## config.mk

```make
export PLATFORM = sky130hd
export DESIGN_NAME = micro_sequencer
export DESIGN_NICKNAME = d
export VERILOG_FILES = /design/src/rtl/micro_sequencer_pkg.sv /design/src/rtl/micro_wait_counter.sv /design/src/rtl/micro_sequencer.sv
export SDC_FILE = /design/constraint.sdc
export NUM_CORES = 1
export LEC_CHECK = 0
export ABC_AREA = 0
export CORE_ASPECT_RATIO = 1.75
export CORE_UTILIZATION = 49
export CTS_CLUSTER_SIZE = 12
export DETAILED_ROUTE_END_ITERATION = 12
export MAX_ROUTING_LAYER = met4
export PLACE_DENSITY_LB_ADDON = 0.1
export RECOVER_POWER = 50
export SYNTH_ARGS = -nofsm -noshare
export SYNTH_HDL_FRONTEND = slang
export SYNTH_SLANG_ARGS = --single-unit
```

## constraint.sdc

```tcl
create_clock -name clk -period 2.1 [get_ports clk]
set_input_delay 0.525 -clock clk [delete_from_list [all_inputs] [get_ports clk]]
set_output_delay 0.525 -clock clk [all_outputs]
set_load 0.01 [all_outputs]
```

## src/rtl/micro_sequencer_pkg.sv

```systemverilog
// Shared encodings for the microprogram sequencer: next-address controls,
// sequencer states and default micro-ROM entry points.
package micro_sequencer_pkg;

  typedef enum logic [1:0] {
    ACTL_SEQ      = 2'b00,
    ACTL_DISPATCH = 2'b01,
    ACTL_FETCH    = 2'b10,
    ACTL_WAIT     = 2'b11
  } addr_ctl_e;

  typedef enum logic [1:0] {
    ST_RUN  = 2'b00,
    ST_WAIT = 2'b01,
    ST_TRAP = 2'b10
  } seq_state_e;

  localparam logic [7:0] DEF_FETCH_ADDR = 8'h00;
  localparam logic [7:0] DEF_TRAP_ADDR  = 8'hFF;

endpackage

```

## src/rtl/micro_wait_counter.sv

```systemverilog
// Down-counter timing a WAIT micro-op; o_last flags the edge that ends the wait.
module micro_wait_counter #(
  parameter int WAIT_CYCLES = 4,
  parameter int CNT_W       = $clog2(WAIT_CYCLES) + 1
) (
  input  logic clk,
  input  logic reset,
  input  logic i_load,
  input  logic i_en,
  output logic o_last
);

  localparam logic [CNT_W-1:0] LOAD_VAL = CNT_W'(WAIT_CYCLES - 1);

  logic [CNT_W-1:0] r_count;

  always_ff @(posedge clk) begin
    if (reset) begin
      r_count <= '0;
    end else if (i_load) begin
      r_count <= LOAD_VAL;
    end else if (i_en && (r_count != '0)) begin
      r_count <= r_count - 1'b1;
    end
  end

  assign o_last = (r_count == CNT_W'(1));

endmodule

```

## src/rtl/micro_sequencer.sv

```systemverilog
// Micro-PC register and next-address selection (SEQ/DISPATCH/FETCH/WAIT)
// with a timed wait state and a sticky illegal-opcode trap.
module micro_sequencer
  import micro_sequencer_pkg::*;
#(
  parameter int               UPC_W       = 8,
  parameter logic [UPC_W-1:0] FETCH_ADDR  = DEF_FETCH_ADDR,
  parameter logic [UPC_W-1:0] TRAP_ADDR   = DEF_TRAP_ADDR,
  parameter int               WAIT_CYCLES = 4
) (
  input  logic             clk,
  input  logic             reset,
  input  logic [1:0]       i_addr_ctl,
  input  logic [UPC_W-1:0] i_state,
  input  logic             i_dispatch_valid,
  input  logic             i_stall,
  output logic [UPC_W-1:0] o_upc,
  output logic             o_busy,
  output logic             o_illegal,
  output logic             o_instr_done
);

  seq_state_e       r_state, w_state_next;
  logic [UPC_W-1:0] r_upc, w_upc_next;
  logic             r_illegal, w_illegal_next;
  logic             r_instr_done, w_instr_done_next;
  logic             r_busy;
  logic             w_cnt_load, w_cnt_en, w_cnt_last;

  micro_wait_counter #(
    .WAIT_CYCLES(WAIT_CYCLES)
  ) u_wait_counter (
    .clk    (clk),
    .reset  (reset),
    .i_load (w_cnt_load),
    .i_en   (w_cnt_en),
    .o_last (w_cnt_last)
  );

  always_ff @(posedge clk) begin
    if (reset) begin
      r_state      <= ST_RUN;
      r_upc        <= FETCH_ADDR;
      r_illegal    <= 1'b0;
      r_instr_done <= 1'b0;
      r_busy       <= 1'b0;
    end else begin
      r_state      <= w_state_next;
      r_upc        <= w_upc_next;
      r_illegal    <= w_illegal_next;
      r_instr_done <= w_instr_done_next;
      r_busy       <= (w_state_next == ST_WAIT);
    end
  end

  always_comb begin
    w_state_next      = r_state;
    w_upc_next        = r_upc;
    w_illegal_next    = r_illegal;
    w_instr_done_next = 1'b0;
    w_cnt_load        = 1'b0;
    w_cnt_en          = 1'b0;
    case (r_state)
      ST_TRAP: begin
        w_upc_next     = TRAP_ADDR;
        w_illegal_next = 1'b1;
      end
      ST_WAIT: begin
        if (!i_stall) begin
          w_cnt_en = 1'b1;
          if (w_cnt_last) begin
            w_upc_next   = r_upc + 1'b1;
            w_state_next = ST_RUN;
          end
        end
      end
      ST_RUN: begin
        if (!i_stall) begin
          case (addr_ctl_e'(i_addr_ctl))
            ACTL_SEQ: w_upc_next = r_upc + 1'b1;
            ACTL_DISPATCH: begin
              // i_state is only looked at when valid, so an X there never reaches o_upc
              if (i_dispatch_valid) begin
                w_upc_next = i_state;
              end else begin
                w_upc_next     = TRAP_ADDR;
                w_illegal_next = 1'b1;
                w_state_next   = ST_TRAP;
              end
            end
            ACTL_FETCH: begin
              w_upc_next        = FETCH_ADDR;
              w_instr_done_next = 1'b1;
            end
            ACTL_WAIT: begin
              w_cnt_load = 1'b1;
              if (WAIT_CYCLES == 1) w_upc_next = r_upc + 1'b1;
              else                  w_state_next = ST_WAIT;
            end
            default: w_upc_next = r_upc;
          endcase
        end
      end
      default: w_state_next = ST_RUN;
    endcase
  end

  assign o_upc        = r_upc;
  assign o_busy       = r_busy;
  assign o_illegal    = r_illegal;
  assign o_instr_done = r_instr_done;

endmodule

```

==> results of run 1 <==
## synthesized netlist by cell type (2+ instances only)
| cell type | n | area (sq um) |
|---|---|---|
| a32o_1 | 3 | 30.0 |
| dfxtp_1 | 16 | 320 |
| a31oi_1 | 2 | 12.5 |
| clkbuf_1 | 2 | 7.51 |
| nor3_1 | 7 | 35.0 |
| inv_1 | 8 | 30.0 |
| and3_1 | 2 | 12.5 |
| a21oi_1 | 10 | 50.1 |
| mux2_2 | 2 | 22.5 |
| buf_2 | 2 | 10.0 |
| nand2_1 | 8 | 30.0 |
| nand2b_1 | 3 | 18.8 |
| xnor2_1 | 2 | 17.5 |
| o21ai_0 | 5 | 25.0 |
| a311oi_1 | 3 | 26.3 |
| nand3_1 | 7 | 35.0 |
| o31ai_1 | 2 | 15.0 |
| and4_1 | 2 | 17.5 |
| nor2b_1 | 3 | 18.8 |
| nor2_1 | 6 | 22.5 |
| o21a_1 | 2 | 15.0 |
| o211ai_1 | 3 | 22.5 |
| ha_1 | 9 | 113 |
## worst paths after layout
path	from	end	slack, ns
worst min register to register	o_illegal	o_illegal	0.49
worst min-delay path	o_illegal	o_illegal	0.49
worst max-delay path	i_stall	o_upc[3]	0.16
worst max register to register	r_state[1]	o_upc[1]	0.23
## layer usage
metal	track usage [%]	part of all wire, %	routed length (microns)
met4	12.1	1.9	60
met1	29.9	39	1220
met5	-	0	0
met2	53.7	55	1740
met3	3.08	4.0	124
## per-stage QoR
stage,power (mW),util [%]
global route,0.805,72.1
floorplan,0.473,-
global placement,0.579,68.5
CTS,0.761,71.4
finish,0.767,72.1
detailed placement,0.586,68.5
## cell families (layout without fill, tap and decap cells)
group                    count (synthesis)  after routing  synth area share [%]
AND/OR/NAND/NOR                         46             46                  24.2
AO/OA/AOI/OAI                           41             41                  26.9
flip-flops                              16             16                  28.8
buffers and inverters                   14             51                  5.62
adder cells (fa/ha/maj)                  9              9                  10.1
XOR/XNOR                                 3              3                  2.36
multiplexers                             2              2                  2.02
## worst min-delay path, cell delays in order (launching register included)
cell	delay (ns)
dfxtp_1	0.34
a21oi_1	0.05
nor2_1	0.08
## flip-flops by register name (all words and copies together) (netlist names)
| signal | cells |
|---|---|
| o_upc | 8 |
| o_instr_done | 1 |
| o_illegal | 1 |
| o_busy | 1 |
| r_state | 2 |
| u_wait_counter.r_count | 3 |
## final cells by class
| type | instances | area share (%) |
|---|---|---|
| clock buffer | 3 | 1.47 |
| sequential | 16 | 21.0 |
| tap | 24 | 1.97 |
| timing repair buffer | 39 | 23.2 |
| multi-input combinational | 101 | 50.2 |
| inverter | 9 | 2.21 |
## power groups by stage
stage	combinational (mW)	sequential, mW	clock [mW]
floorplan	0.119	0.354	0
global placement	0.226	0.354	0
detailed placement	0.231	0.355	0
CTS	0.244	0.349	0.169
global route	0.270	0.352	0.182
finish	0.248	0.350	0.170
## timing repair
action                                  CTS  global route
setup buffers                             2             0
endpoints found under the setup margin    6             6
gates resized for setup                   4             7
hold buffers                              0             0
pin swaps                                 1             3
==> results.json, run 1 <==
{
  "area_growth_syn_to_layout_pct": 37.3,
  "post-place-ws_ns": -0.385,
  "die_y_microns": 65.0,
  "end_kind": "register",
  "stdcell_area_sq_mm": 0.00153,
  "clock_sinks": 16,
  "layout_commonest_cell": "clkdlybuf4s50_1",
  "path_cells": "clkdlybuf4s50_1, or3b_4, nand2b_4, a21oi_2, a311oi_1",
  "drc": 0,
  "ys_seq_area_share_pct": 28.8,
  "antenna_found_initial": 0,
  "p_per_area_mw_per_mm2": 502,
  "timing_hold_violations_final": 0,
  "setup_ws_ns": 0.162,
  "hold-worst-slack_ns": 0.493,
  "power_leakage_nw": 0.623,
  "period_share_pct": 92.3,
  "slowest_delay_ns": 0.44,
  "root_buffer": "clkbuf_4",
  "nFillCells": 171,
  "synth_seq_cells": 16,
  "drtIter0Drc": 52,
  "route.detailed.vias_per_inst": 6.06,
  "status": "completed",
  "die_w_microns": 38.0,
  "cts_tree": "done",
  "p_sw_mw": 0.244,
  "slowest_stage": "clkdlybuf4s50_1",
  "fin_tns_setup_ns": 0,
  "place_inst": 187,
  "ir_worst_vdd_mv": 0.476,
  "fin_nets": 193,
  "dp_hpwl_microns": 2320,
  "core_sq_mm": 0.00212,
  "ant_nets": 0,
  "p_sw_share_pct": 31.8,
  "final_cell_mix": "17 x clkdlybuf4s50_1, 16 x dfxtp_1, 14 x buf_4",
  "critical_path_class": "in2reg",
  "critical_path_depth": 5,
  "yosysWarnings": 0,
  "n_antenna_cell": 0,
  "min_path_cells": 2,
  "ys_types": 45,
  "worstMarginPinSlew_ns": 0.509,
  "clock_path_buffers": 2,
  "synthArstFlopShare_pct": 0,
  "grt_max_degree": 14,
  "clkTransAtPathRegs_ns": 0.09,
  "period_needed_ns": 1.94,
  "ff_latch_area_sq_um": 320,
  "rr_worst_depth": 6,
  "route.vias.total": 1164,
  "overflow": 0,
  "wl_microns": 3140,
  "relSlewSlack_pct": 66.0,
  "crit_path_start_kind": "input port",
  "clockPowerShare_pct": 22.2,
  "portBuffers": 24,
  "cp_max_fo": 6,
  "wl_per_cell_microns": 16.3,
  "final_cells": 192,
  "worst_ep_arrival_time_ns": 2.08,
  "clk_latency_ns": 0.29,
  "die-area_sq_mm": 0.00247,
  "drive_gt1_share_pct": 20.8,
  "synth_edf_count": 0,
  "ios": 25,
  "grt_pass1_vias": 1203,
  "fin_worst_skew_ns": 0.0100,
  "netlist_area_sq_mm": 0.00111,
  "setup_violations": 0,
  "hold_path_class": "reg2reg",
  "start_util_pct": 52.5,
  "rows": 22,
  "rsz0062_at_grt": "no",
  "critPathBufInv": 1,
  "multi_input_area_sq_um": 767,
  "htreeDepth": 1,
  "pwr-share-seq_pct": 45.6,
  "syn_inst": 131,
  "crit_family": "simple AND/OR/NAND/NOR gates",
  "place_congestion": 0.836,
  "fmax_ghz": 0.516,
  "crit_required_ns": 2.25,
  "p_int_mw": 0.523,
  "maxCapViolCount": 0,
  "grt_pass1_wl_microns": 5110,
  "synth_fp_nets": 154,
  "grt.total_usage_pct": 29.4,
  "comb_power_share_pct": 32.2,
  "synth-main-ff-cell": "dfxtp_1",
  "slew_viol_final": 0,
  "syn_area_per_cell_sq_um": 8.49,
  "place_area_sq_mm": 0.00145,
  "first_pass_iters": 4,
  "cts_buffers": 3
}
(Power assumes the default switching activity.)
==> run 2, diff against run 1 <==
--- a/config.mk
+++ b/config.mk
@@ -6,8 +6,7 @@
 export NUM_CORES = 1
 export LEC_CHECK = 0
 export ABC_AREA = 0
-export CORE_ASPECT_RATIO = 1.75
-export CORE_UTILIZATION = 49
+export CORE_UTILIZATION = 50
 export CTS_CLUSTER_SIZE = 12
 export DETAILED_ROUTE_END_ITERATION = 12
 export MAX_ROUTING_LAYER = met4
@@ -15,4 +14,5 @@
 export RECOVER_POWER = 50
 export SYNTH_ARGS = -nofsm -noshare
 export SYNTH_HDL_FRONTEND = slang
+export SYNTH_HIERARCHICAL = 1
 export SYNTH_SLANG_ARGS = --single-unit
==> results.json, run 2 <==
{
  "overflow": 0,
  "crit_family": "buffers and inverters",
  "drtIter0Drc": 61,
  "cp_max_fo": 6,
  "hold-worst-slack_ns": 0.512,
  "largest_reg_flops": 8,
  "rr_startpoint": "u_wait_counter/r_count[1]",
  "min-delay-start": "o_illegal",
  "n_antenna_cell": 0,
  "portBuffers": 24,
  "ir_worst_vdd_mv": 0.423,
  "netlist_area_sq_mm": 0.00113,
  "place_inst": 188,
  "hold_path_class": "reg2reg",
  "synth_common_cells": "16 x dfxtp_1, 11 x inv_1, 8 x ha_1",
  "antenna_found_initial": 0,
  "place_congestion": 0.924,
  "crit_path_start_kind": "input port",
  "root_buffer": "clkbuf_4",
  "timing_hold_violations_final": 0,
  "dp_hpwl_microns": 2190,
  "slowest_stage": "or3_4",
  "path_cells": "dlygate4sd2_1, buf_4, ha_1, or3_4, buf_4, a21o_1, a211oi_1",
  "synthArstFlopShare_pct": 0,
  "final_cell_mix": "16 x clkdlybuf4s50_1, 16 x dfxtp_1, 11 x inv_1",
  "clkTransAtPathRegs_ns": 0.10,
  "yosysMostFrequentCell": "dfxtp_1",
  "fin_tns_setup_ns": 0,
  "worstMarginPinSlew_ns": 0.478,
  "critical_path_depth": 7,
  "core_sq_mm": 0.00204,
  "ctsHoldBuffers": 0,
  "grt_pass1_wl_microns": 5120,
  "cts_setup_buffers": 0,
  "synth_seq_cells": 16,
  "route.detailed.vias_per_inst": 6.20,
  "drc": 0,
  "rsz0062_at_grt": "no",
  "cp_common_cell": "buf_4",
  "wl_microns": 3050,
  "ys_seq_area_share_pct": 28.3,
  "route.vias.total": 1197,
  "maxCapViolCount": 0,
  "power_leakage_nw": 0.633,
  "post-place-ws_ns": -0.411,
  "synth-main-ff-cell": "dfxtp_1",
  "synth_area_leaders": "dfxtp_1 28%, ha_1 8.8%, a211oi_1 4.0%",
  "clk_latency_ns": 0.29,
  "fin_worst_skew_ns": 0.00325,
  "utilization_pct": 73.8,
  "cts_tree": "done",
  "die_y_microns": 49.6,
  "synth_top_area_share_pct": 28.3,
  "grt_max_degree": 16,
  "slew_viol_final": 0,
  "yosys.area.top_type": "dfxtp_1",
  "finalPower_mw": 0.821,
  "grt.total_usage_pct": 27.5,
  "final_cells": 193,
  "die-area_sq_mm": 0.00246,
  "slowest_delay_ns": 0.41,
  "period_share_pct": 95.6,
  "rows": 16,
  "fmax_ghz": 0.498,
  "first_pass_iters": 4,
  "relSlewSlack_pct": 68.1,
  "ys_types": 50,
  "cts_buffers": 3,
  "hold_end": "o_illegal",
  "fin_nets": 189,
  "worst_ep_arrival_time_ns": 2.19,
  "critPathBufInv": 3,
  "syn_area_per_cell_sq_um": 8.65,
  "stdcell_area_sq_mm": 0.00151,
  "rr_worst_depth": 7,
  "end_kind": "register",
  "yosysWarnings": 6,
  "p_per_area_mw_per_mm2": 545,
  "reg2reg_setup_slack_ns": 0.26,
  "die_w_microns": 49.6,
  "htreeDepth": 1,
  "place_area_sq_mm": 0.00147,
  "critical_path_class": "in2reg",
  "setup_violations": 0,
  "reg2reg_to": "o_upc[6]",
  "area_growth_syn_to_layout_pct": 32.9,
  "ant_nets": 0,
  "start_util_pct": 55.5,
  "clock_path_buffers": 2,
  "period_needed_ns": 2.01,
  "cts_resized": 2,
  "drive_gt1_share_pct": 13.9,
  "min_path_cells": 2,
  "setup_ws_ns": 0.0916,
  "ios": 25,
  "synth_edf_count": 0,
  "clock_sinks": 16,
  "status": "completed",
  "crit_required_ns": 2.28,
  "wl_per_cell_microns": 15.8,
  "synth_fp_nets": 153,
  "syn_inst": 131,
  "grt_pass1_vias": 1161,
  "worstSetupStartpoint": "i_addr_ctl[1]"
}
[run 2: power breakdown]
group / switching [mW] / internal, mW
combinational: 0.118 / 0.135
clock: 0.103 / 0.106
sequential: 0.0333 / 0.326
[run 2: kinds of logic (layout without fill, tap and decap cells)]
family | Yosys count | count (layout) | synth area share [%]
and+or+nand+nor | 47 | 47 | 27.7
adders and majority gates | 8 | 8 | 8.83
AOI/OAI and AO/OA | 41 | 42 | 27.3
xor gates and xnor gates | 2 | 2 | 1.55
DFF | 16 | 16 | 28.3
muxes | 1 | 1 | 0.993
buffers and inverters | 16 | 50 | 5.41
[run 2: layout make-up]
type / count / area (sq um)
clock buffer: 4 / 36.3
fill: 163 / 536
inverter: 11 / 41.3
multi-input combinational: 100 / 762
sequential: 16 / 320
tap: 27 / 33.8
timing repair buffer: 35 / 313
[run 2: worst max path at each step]
| stage | end | slack, ns |
|---|---|---|
| 4_1_cts | o_upc[0] | 0.1 |
| 2_1_floorplan | o_upc[0] | 0.20 |
| 3_3_place_gp | o_upc[0] | -0.32 |
| 5_1_grt | o_upc[0] | 0.06 |
| 6_report | o_upc[6] | 0.09 |
| 3_5_place_dp | o_upc[0] | -0.41 |
[run 2: metal layers]
layer | GRT usage (%) | vias up | wire length [microns]
li1 | - | 568 | -
met1 | 33.4 | 558 | 1290
met2 | 45.3 | 61 | 1480
met3 | 3.70 | 10 | 213
met4 | 11.9 | 0 | 74
met5 | - | - | 0
[run 2: worst register-to-register path, cell delays in order (launching register included)]
cell and delay [ns]:
dfxtp_1 0.34, inv_1 0.08, ha_1 0.17, and2b_2 0.20, and4bb_1 0.25, buf_4 0.16, a21o_1 0.23, a211oi_1 0.31
==> run 3, diff against run 2 <==
--- a/config.mk
+++ b/config.mk
@@ -6,7 +6,8 @@
 export NUM_CORES = 1
 export LEC_CHECK = 0
 export ABC_AREA = 0
-export CORE_UTILIZATION = 50
+export CORE_ASPECT_RATIO = 1.75
+export CORE_UTILIZATION = 35
 export CTS_CLUSTER_SIZE = 12
 export DETAILED_ROUTE_END_ITERATION = 12
 export MAX_ROUTING_LAYER = met4
==> results.json, run 3 (synthesis gave the netlist of run 2 again) <==
{
  "htreeDepth": 1,
  "rr_worst_depth": 7,
  "fin_tns_setup_ns": 0,
  "core_sq_mm": 0.00311,
  "dp_hpwl_microns": 2530,
  "die_w_microns": 45.0,
  "final_cell_mix": "16 x dfxtp_1, 12 x clkdlybuf4s50_1, 11 x buf_4",
  "grt.total_usage_pct": 21.3,
  "maxCapViolCount": 0,
  "period_share_pct": 96.6,
  "clock_path_buffers": 2,
  "place_inst": 207,
  "utilization_pct": 50.6,
  "area_growth_syn_to_layout_pct": 38.6,
  "worstMarginPinSlew_ns": 0.444,
  "crit_path_start_kind": "input port",
  "ant_nets": 0,
  "drc": 0,
  "worst_ep_arrival_time_ns": 2.23,
  "min-delay-start": "o_illegal",
  "post-place-ws_ns": -0.427,
  "setup_ws_ns": 0.0717,
  "cts_tree": "done",
  "clk_latency_ns": 0.25,
  "ios": 25,
  "hold_path_class": "reg2reg",
  "period_needed_ns": 2.03,
  "layout_commonest_cell": "dfxtp_1",
  "route.vias.total": 1172,
  "ctsHoldBuffers": 0,
  "reg2reg_setup_slack_ns": 0.31,
  "relSlewSlack_pct": 70.4,
  "largest_reg_flops": 8,
  "drtIter0Drc": 42,
  "wl_microns": 3290,
  "fin_nets": 192,
  "crit_required_ns": 2.30,
  "grt_max_degree": 16,
  "p_per_area_mw_per_mm2": 569,
  "wl_per_cell_microns": 15.5,
  "hold_end": "o_illegal",
  "antenna_found_initial": 0,
  "cts_buffers": 3,
  "cts_setup_buffers": 0,
  "clkTransAtPathRegs_ns": 0.07,
  "multi_input_area_sq_um": 764,
  "clock_sinks": 16,
  "timing_hold_violations_final": 0,
  "setup_violations": 0,
  "grt_pass1_wl_microns": 5480,
  "min_path_cells": 2,
  "worstSetupStartpoint": "i_addr_ctl[1]",
  "drive_gt1_share_pct": 16.6,
  "nFillCells": 335,
  "slew_viol_final": 0,
  "fin_worst_skew_ns": 0.00222,
  "cp_max_fo": 5,
  "status": "completed",
  "n_antenna_cell": 0,
  "ff_latch_area_sq_um": 320,
  "power_leakage_nw": 0.662,
  "grt_pass1_vias": 1269,
  "start_util_pct": 36.5,
  "overflow": 0,
  "final_cells": 212,
  "rsz0062_at_grt": "no",
  "die-area_sq_mm": 0.00348,
  "first_pass_iters": 4,
  "route.detailed.vias_per_inst": 5.53,
  "end_kind": "register",
  "rr_startpoint": "u_wait_counter/r_count[1]",
  "portBuffers": 24,
  "place_congestion": 0.829,
  "fmax_ghz": 0.493,
  "reg2reg_to": "o_upc[0]",
  "die_y_microns": 77.3,
  "root_buffer": "clkbuf_8",
  "ir_worst_vdd_mv": 0.397,
  "critical_path_class": "in2reg",
  "rows": 27
}
-- run 3: changes by cell type in the layout (fill, tap and decap cells not counted), moves of 3 or more --
cell	previous run	this run
clkbuf_8	1	4
clkbuf_4	4	1
buf_4	8	11
clkdlybuf4s50_1	16	12
dlygate4sd3_1	6	10
-- run 3: power breakdown --
| group | internal [mW] | switching [mW] |
|---|---|---|
| Sequential | 0.326 | 0.0321 |
| Combinational | 0.138 | 0.121 |
| Clock | 0.166 | 0.111 |
| Total | 0.631 | 0.264 |
-- run 3: worst max-delay path, cell delays in order --
cell and delay, ns:
dlygate4sd2_1 0.25, buf_4 0.14, ha_1 0.18, or3_4 0.37
a211o_4 0.38, a31oi_2 0.19, o221a_1 0.19
-- run 3: repair_timing --
item                       in CTS  in global routing
gates cloned                    1                  0
setup endpoints to repair       7                  1
gates resized for setup         4                  1
pin swaps                       3                  0
-- run 3: final cells by class --
cell class                 instances  area share (%)
sequential                        16            20.4
multi-input combinational        100            48.6
clock buffer                       4            3.50
tap                               43            3.42
inverter                          11            2.63
timing repair buffer              38            21.4
-- run 3: how the worst max path moves through the flow --
stage / endpoint / slack, ns / cells past startpoint
floorplan: o_upc[0] / 0.20 / 6
CTS: o_upc[0] / 0.06 / 7
global placement: o_upc[6] / -0.39 / 7
detailed placement: o_upc[0] / -0.43 / 7
global route: o_upc[0] / 0.004 / 7
finish: o_upc[0] / 0.07 / 7
-- run 3: per-layer routing --
metal | global-route usage [%] | vias up | wire length (microns)
li1 | - | 577 | -
met1 | 21.2 | 552 | 1270
met5 | - | - | 0
met3 | 4.24 | 13 | 106
met4 | 13.6 | 0 | 87
met2 | 35.7 | 30 | 1830
-- run 3: stage by stage --
step	hold WS [ns]	cell area (sq um)	total power, mW
floorplan	0.505	1130	0.498
global placement	0.456	1510	0.621
detailed placement	0.460	1510	0.625
CTS	0.477	1580	0.912
global route	0.515	1570	0.942
finish	0.465	1570	0.894
